--- src/rtl/score_keeper.sv ---
// Basketball scoreboard stage: conditions the point buttons, validates each
// add/subtract against the score range and keeps both teams' scores plus BCD digits.
//
// state  | meaning
// -------+-----------------------------------------------------------------
// IDLE   | waiting for a debounced press edge
// CHECK  | latched operation is tested against the selected team's score
// UPDATE | score written, point_event high for this cycle
// ALARM  | rejected operation, buzzer on for BUZZ_CYCLES cycles
module score_keeper #(
    parameter int DEBOUNCE_CYCLES = 500000,
    parameter int BUZZ_CYCLES     = 25000000,
    parameter int MAX_SCORE       = 99        // must stay <= 127
) (
    input  logic       clk,
    input  logic       reset_n,
    input  logic       btn_a,
    input  logic       btn_b,
    input  logic       btn_c,
    input  logic       sub_mode,
    input  logic       team_sel,
    output logic [6:0] score_t0,
    output logic [6:0] score_t1,
    output logic [3:0] tens_t0,
    output logic [3:0] units_t0,
    output logic [3:0] tens_t1,
    output logic [3:0] units_t1,
    output logic [1:0] point_value,
    output logic       point_event,
    output logic       buzzer,
    output logic       led
);

    localparam int DEB_W  = $clog2(DEBOUNCE_CYCLES + 1);
    localparam int BUZZ_W = $clog2(BUZZ_CYCLES + 1);
    localparam logic [DEB_W-1:0]  DEB_LAST  = DEB_W'(DEBOUNCE_CYCLES - 1);
    localparam logic [BUZZ_W-1:0] BUZZ_LAST = BUZZ_W'(BUZZ_CYCLES - 1);
    localparam logic [7:0]        MAX_8     = 8'(MAX_SCORE);

    typedef enum logic [1:0] {
        IDLE   = 2'd0,
        CHECK  = 2'd1,
        UPDATE = 2'd2,
        ALARM  = 2'd3
    } state_t;

    state_t state, state_nxt;

    logic [2:0]       btn_raw;
    logic [2:0]       btn_s1;
    logic [2:0]       btn_s2;
    logic [2:0]       level;
    logic [2:0]       level_q;
    logic [DEB_W-1:0] deb_cnt [3];
    logic [2:0]       press;
    logic             press_one;
    logic             press_multi;
    logic [1:0]       press_val;

    logic [1:0] sw_s1;
    logic [1:0] sw_s2;

    logic [1:0]        val_l;
    logic              team_l;
    logic              sub_l;
    logic [6:0]        score0;
    logic [6:0]        score1;
    logic [BUZZ_W-1:0] buzz_cnt;

    logic [6:0] s_sel;
    logic [7:0] sum8;
    logic       add_ok;
    logic       sub_ok;
    logic       legal;
    logic [6:0] new_score;
    logic       alarm_entry;

    assign btn_raw = {btn_c, btn_b, btn_a};

    // The counter only runs while the synchronised input disagrees with the
    // accepted level, so any return to the old value restarts the wait.
    always_ff @(posedge clk or negedge reset_n) begin
        if (!reset_n) begin
            btn_s1  <= '0;
            btn_s2  <= '0;
            level   <= '0;
            level_q <= '0;
            for (int i = 0; i < 3; i++) begin
                deb_cnt[i] <= '0;
            end
        end else begin
            btn_s1  <= btn_raw;
            btn_s2  <= btn_s1;
            level_q <= level;
            for (int i = 0; i < 3; i++) begin
                if (btn_s2[i] == level[i]) begin
                    deb_cnt[i] <= '0;
                end else if (deb_cnt[i] == DEB_LAST) begin
                    level[i]   <= btn_s2[i];
                    deb_cnt[i] <= '0;
                end else begin
                    deb_cnt[i] <= deb_cnt[i] + 1'b1;
                end
            end
        end
    end

    assign press       = level & ~level_q;
    assign press_one   = (press == 3'b001) || (press == 3'b010) || (press == 3'b100);
    assign press_multi = (press[0] & press[1]) | (press[0] & press[2]) | (press[1] & press[2]);

    always_comb begin
        press_val = 2'd0;
        case (press)
            3'b001:  press_val = 2'd1;
            3'b010:  press_val = 2'd2;
            3'b100:  press_val = 2'd3;
            default: press_val = 2'd0;
        endcase
    end

    // Switches are quasi-static: synchronised only, bit 1 = team, bit 0 = sub.
    always_ff @(posedge clk or negedge reset_n) begin
        if (!reset_n) begin
            sw_s1 <= '0;
            sw_s2 <= '0;
        end else begin
            sw_s1 <= {team_sel, sub_mode};
            sw_s2 <= sw_s1;
        end
    end

    assign s_sel     = team_l ? score1 : score0;
    assign sum8      = {1'b0, s_sel} + {6'b0, val_l};
    assign add_ok    = (sum8 <= MAX_8);
    assign sub_ok    = ({5'b0, val_l} <= s_sel);
    assign legal     = sub_l ? sub_ok : add_ok;
    assign new_score = sub_l ? (s_sel - {5'b0, val_l}) : sum8[6:0];

    always_ff @(posedge clk or negedge reset_n) begin
        if (!reset_n) begin
            state <= IDLE;
        end else begin
            state <= state_nxt;
        end
    end

    always_comb begin
        state_nxt = state;
        case (state)
            IDLE: begin
                if (press_multi) begin
                    state_nxt = ALARM;
                end else if (press_one) begin
                    state_nxt = CHECK;
                end
            end
            CHECK:   state_nxt = legal ? UPDATE : ALARM;
            UPDATE:  state_nxt = IDLE;
            ALARM:   state_nxt = (buzz_cnt == '0) ? IDLE : ALARM;
            default: state_nxt = IDLE;
        endcase
    end

    always_comb begin
        point_event = 1'b0;
        buzzer      = 1'b0;
        case (state)
            UPDATE:  point_event = 1'b1;
            ALARM:   buzzer      = 1'b1;
            default: ;
        endcase
    end

    assign alarm_entry = (state != ALARM) && (state_nxt == ALARM);

    // The score is written on the CHECK->UPDATE transition so the new value
    // is already visible in the cycle where point_event is high.
    always_ff @(posedge clk or negedge reset_n) begin
        if (!reset_n) begin
            val_l       <= '0;
            team_l      <= 1'b0;
            sub_l       <= 1'b0;
            score0      <= '0;
            score1      <= '0;
            point_value <= '0;
            led         <= 1'b0;
            buzz_cnt    <= '0;
        end else begin
            if (state == IDLE && press_one) begin
                val_l  <= press_val;
                team_l <= sw_s2[1];
                sub_l  <= sw_s2[0];
            end
            if (state == CHECK && legal) begin
                if (team_l) begin
                    score1 <= new_score;
                end else begin
                    score0 <= new_score;
                end
                point_value <= val_l;
                led         <= 1'b0;
            end
            if (alarm_entry) begin
                led      <= 1'b1;
                buzz_cnt <= BUZZ_LAST;
            end else if (state == ALARM && buzz_cnt != '0) begin
                buzz_cnt <= buzz_cnt - 1'b1;
            end
        end
    end

    assign score_t0 = score0;
    assign score_t1 = score1;
    assign tens_t0  = 4'(score0 / 7'd10);
    assign units_t0 = 4'(score0 % 7'd10);
    assign tens_t1  = 4'(score1 / 7'd10);
    assign units_t1 = 4'(score1 % 7'd10);

endmodule

--- config.mk ---
export PLATFORM = sky130hd
export DESIGN_NAME = score_keeper
export DESIGN_NICKNAME = d
export VERILOG_FILES = /design/src/rtl/score_keeper.sv
export SDC_FILE = /design/constraint.sdc
export NUM_CORES = 1
export LEC_CHECK = 0
export BUFFER_PORTS_ARGS = -buffer_cell sky130_fd_sc_hd__buf_2
export CAP_MARGIN = 15
export CORE_MARGIN = 10
export CORE_UTILIZATION = 55
export CTS_CLUSTER_DIAMETER = 40
export DETAILED_ROUTE_END_ITERATION = 6
export GPL_TIMING_DRIVEN = 0
export PLACE_DENSITY_LB_ADDON = 0.3
export SLEW_MARGIN = 30
export SYNTH_ARGS = -nofsm -noshare
export SYNTH_HDL_FRONTEND = slang
export SYNTH_SLANG_ARGS = --single-unit
--- constraint.sdc ---
create_clock -name clk -period 9.25 [get_ports clk]
set_clock_uncertainty 0.2 [all_clocks]
set_input_delay 1.3875 -clock clk [delete_from_list [all_inputs] [get_ports clk]]
set_output_delay 1.3875 -clock clk [all_outputs]
set_load 0.02 [all_outputs]
Yosys cells after proc, flatten, opt, wreduce, memory -nomap -nowiden
Cells that the tools add are included.
{"block": "classes", "addsub": 6, "n_div": 4, "order_cmp": 2, "n_eq_ne": 14, "muxes": 21, "bitwise_logic": 11, "reduce_logical": 16}
{"op": "$mux W19", "n": 6}
{"op": "$add A19 B1 Y19 const B", "n": 3}
{"op": "$eq A19 B19 Y1 const B", "n": 3}
{"op": "$mux W25", "n": 2}
{"op": "$logic_not A25 Y1", "n": 1}
{"op": "$reduce_bool A25 Y1", "n": 1}
{"op": "$sub A25 B1 Y25 const B", "n": 1}
{"op": "$div A7 B4 Y7 const B", "n": 2}
{"op": "$mod A7 B4 Y7 const B", "n": 2}
{"op": "$mux W7", "n": 2}
{"op": "$reduce_and A2 Y1", "n": 5}
{"op": "$add A7 B2 Y8", "n": 1}
{"op": "$le A8 B7 Y1 const B", "n": 1}
{"op": "$pmux W2 S4", "n": 1}
{"op": "$le A2 B7 Y1", "n": 1}
{"op": "$sub A7 B2 Y7", "n": 1}
{"op": "$eq A2 B2 Y1 const B", "n": 3}
{"op": "$mux W1", "n": 6}
{"op": "$mux W2", "n": 3}
{"op": "$pmux W2 S3", "n": 1}
{"op": "$logic_and A1 B1 Y1", "n": 4}
{"op": "$not A1 Y1", "n": 4}
{"op": "$reduce_bool A2 Y1", "n": 2}
{"op": "$and A1 B1 Y1", "n": 3}
{"op": "11 further kinds", "n": 15}
{"block": "totals", "reg_bits": 121, "input_bits": 7, "output_inout_bits": 35, "word_cells": 94}

Logic depth before layout (Yosys ltp)
{"block": "depth", "depth_word": 11, "ltp_mapped": 13, "ltp_nobuf": 12}

Worst setup path before layout
Ideal clock, no wire load.
{"block": "synth_path", "kind": "register -> output", "start": "register score1[4] (netlist: score_t1[4])", "end": "output port units_t1[1]", "arrival_time_ns": 3.515, "slack_ns": 4.148, "path_stages_with_launch": 13, "n_path_buf": 1, "cell_sequence": "dfrtp_1 buf_2 nor2_1 o41ai_1 xnor2_1 inv_1 ha_1 nand2_1 a21oi_1 o221ai_1 a32oi_1 o311ai_2 xnor2_1"}
{"block": "synth_between", "elab_chain_cells": 1}
{"element": "start: declaration", "line": "67", "text": "logic [6:0] score1;"}
{"element": "start signal: assignment", "line": "197", "text": "score1 <= new_score;"}
{"element": "$mod A7 B4 Y7", "line": "218", "text": "assign units_t1 = 4'(score1 % 7'd10);"}
{"element": "end: declaration", "line": "27", "text": "output logic [3:0] units_t1,"}
No other way between the ends.

Worst setup path after layout
{"block": "layout_path", "start": "register score1[3] (netlist: score_t1[3])", "end": "output port units_t1[2]"}
Same word-level chain as after synthesis.

==> summary.txt <==
Outcome
  • Status: finished, final reports clean

Finish
  • Layout cell share with drive strength beyond 1: 16.2%
  • Area growth syn-to-layout: 15.5%
  • Layout Utilization: approximately 65%
  • # diodes: 0
  • Fillcell total: 994
  • Final nets: 763

Yosys
  • Cells after Synth: 683
  • Post-Syn Nets: between 700 and 800
  • Syn_area_per_cell: just under 10 um^2
  • Synth unique cells: 68
  • Top cells by area, synth: dfrtp_1 45%, xor2_1 5.7%, nor2_1 5.1%, xnor2_1 4.9%, mux2_2 3.9%
  • Count leader, synth: dfrtp_1
  • Post-synth EDFFs: 0
  • Post-Syn Area: 6660 um^2
  • Post-synthesis sequential area ratio: 45.5%
  • Async set-reset flop share out of synthesis: 100%
  • Leading area contributor after synthesis: dfrtp_1
  • Synth warn: 0
  • Synth top area share: 45.5%
  • Top FF cell, synth: dfrtp_1
  • Post-synthesis sequential element count: approximately 120
  • Post-synth top cells: 121 x dfrtp_1, 90 x nor2_1, 61 x nand2_1

Drt
  • WL final: 13.9 mm
  • Avg Vias per Cell: just under 6
  • Post-route ant nets: 0
  • Final routed DRC violation total: 0
  • Drt first pass iters: 5
  • Avg WL per Cell: between 15 and 20 um
  • Routed via count: 5222
  • Starting DRT DRC Count: 375

Floorplan
  • Chip width: 130 um
  • I/O pin total: 42
  • Initial Utilization: 55.9%
  • Core Area: around 12000 um^2
  • Die area: 16900 um^2
  • Die Y: 130 um
  • Rows: 40

Flow run
  • Number of max-cap violations: 0

Timing
  • Slew margin rel.: 42.0%
  • Fmax: 196 MHz
  • Tcrit/Tclk final: ~55%
  • # setup viols final: 0
  • Worst-Margin Slew: 0.860 ns
  • Setup tns final: 0 ns
  • Tmin final: 5.11 ns
  • Final Hold Fails: 0
  • RSZ-0062 raised after global routing: false
  • Max-slew violations: 0

Placed design
  • Routability congestion estimate: about 0.87
  • Detailed Place HPWL: 9.63 mm
  • # port buffers: 41

Clocking
  • Post-CTS sizing: 0
  • Post-CTS Repair Setup Buffers: 0
  • # hold bufs at CTS: 0
  • Bufs on Longest Clock Path: 2
  • Clock root cell: clkbuf_16
  • Clk Latency, worst-skew pair: 0.42 ns
  • CTS buffer count: 17
  • TritonCTS Sinks: approximately 120
  • CTS tree: built
  • Clk pin slew, worst setup/hold paths: 0.06 ns
  • Htree depth: 4

Pwr
  • Pint: 978 uW
  • Comb pwr share: under 10%
  • Cell Pwr Density: 161 nW/um^2
  • Sw Pwr: between 200 and 300 uW
  • Peak VDD IR: 0.118 mV
  • Switching Share: a little over a fifth
  • Lkg Pwr: approximately 0.0036 uW
  • Flop pwr share: 43.5%
  • Clock network power share: 54.4%
  • Final Power: about 1200 uW

Worst setup path
  • WP buf/inv: 3
  • Crit path DAT: 3.52 ns
  • Crit start category: flip-flop
  • Worst path required time: 7.66 ns
  • Delay-heaviest family, CP: compound AO/OA/AOI/OAI gates
  • Crit-path cells: buf_2, or2_2, o221ai_1, o41ai_1, xnor2_1, inv_1, ha_1, nor2_1, a21oi_1, o221ai_1, a32oi_1, o311ai_2, mux2i_1, buf_2
  • Slowest stage delay, CP: around 0.43 ns
  • CP Capture Type: primary output
  • WS Path Type: flip-flop to primary output
  • Crit-path max FO: 10
  • Slowest-stage cell, CP: dfrtp_1

Global route
  • Wire length of the first global-routing pass: around 24 mm
  • Congestion Overflow GR: 0
  • Initial antenna violation count: 0
  • Vias in the first global route: roughly 5200
  • Gr usage total: 17.5%
  • Largest net degree at the start of global routing: between 80 and 90

Worst hold path
  • Min-delay worst type: flip-flop to flip-flop
## routing by layer
metal / part of all wire (%) / track usage (%) / up-vias / wire length [um]
li1: - / - / 2514 / -
met1: 44 / 21.2 / 2562 / 6110
met5: 0 / 0 / - / 0
met3: 5.0 / 4.58 / 27 / 698
met4: 1.8 / 7.54 / 0 / 256
met2: 49 / 28.8 / 119 / 6860
## cell type report
cell class	instances	area, um^2	area share, %
plain buffers	28	125	1.63
clock buffers	20	457	5.94
clock inverters	12	149	1.94
inverters	22	82.6	1.07
multi-input cells	512	3420	44.5
flip-flops and latches	121	3030	39.4
well taps	147	184	2.39
repair buffers	42	243	3.16
## worst paths after layout
check	start	cells after the start	slack, ns	endpoint
worst max-delay path	score_t1[3]	14	4.14	units_t1[2]
worst min-delay path	btn_s1[1]	0	0.15	btn_s2[1]
worst max register to register	team_l	12	5.52	buzz_cnt[23]
worst min register to register	btn_s1[1]	0	0.15	btn_s2[1]
max in group asynchronous	reset_n	2	7.53	deb_cnt[53]
min in group asynchronous	reset_n	1	0.64	buzz_cnt[13]
## cells in the final DEF (no fill, tap or decap), types with 12 or more instances in the layout
| master | count |
|---|---|
| clkbuf_16 | 17 |
| xnor2_1 | 37 |
| dfrtp_1 | 121 |
| nand3_1 | 34 |
| clkbuf_1 | 17 |
| mux2_2 | 23 |
| inv_1 | 22 |
| nand4_1 | 16 |
| nor2_1 | 90 |
| a21oi_1 | 12 |
| buf_2 | 44 |
| nor2b_1 | 12 |
| o21ai_0 | 18 |
| xor2_1 | 43 |
| and3_1 | 12 |
| nand2_1 | 61 |
## state kept, by name, summed over array words and instances (netlist names), 3 cells and up
| name | cells |
|---|---|
| deb_cnt | 57 |
| buzz_cnt | 25 |
| score_t0 | 7 |
| score_t1 | 7 |
| btn_s1 | 3 |
| btn_s2 | 3 |
| level | 3 |
| level_q | 3 |
## logic make-up after synthesis
group	count (synthesis)	share of synthesized area, %
adders and majority gates	14	2.78
muxes	32	5.24
buffers and inverters	50	3.12
and+or+nand+nor	307	24.1
AOI/OAI and AO/OA	79	8.72
xor gates and xnor gates	80	10.5
DFF	121	45.5
## power groups by stage
stage / clock (uW) / combinational, uW / sequential [uW]
after floorplan: 0 / 9.64 / 548
after global placement: 0 / 22.8 / 548
after detailed placement: 0 / 26.2 / 548
after CTS: 685 / 26.2 / 539
after global routing: 712 / 29.5 / 540
final: 675 / 24.9 / 539
## per-stage QoR
stage               hold WS, ns  instances  worst slack [ns]  cell area (um^2)
floorplan                 0.131        683              4.15              6660
global placement          0.135        871              4.72              7050
detailed placement        0.136        872              4.59              7080
CTS                       0.147        904              4.14              7690
global route              0.149        904              3.81              7690
finish                    0.146        904              4.14              7690
Note: power is estimated with default switching activity, not from simulation.
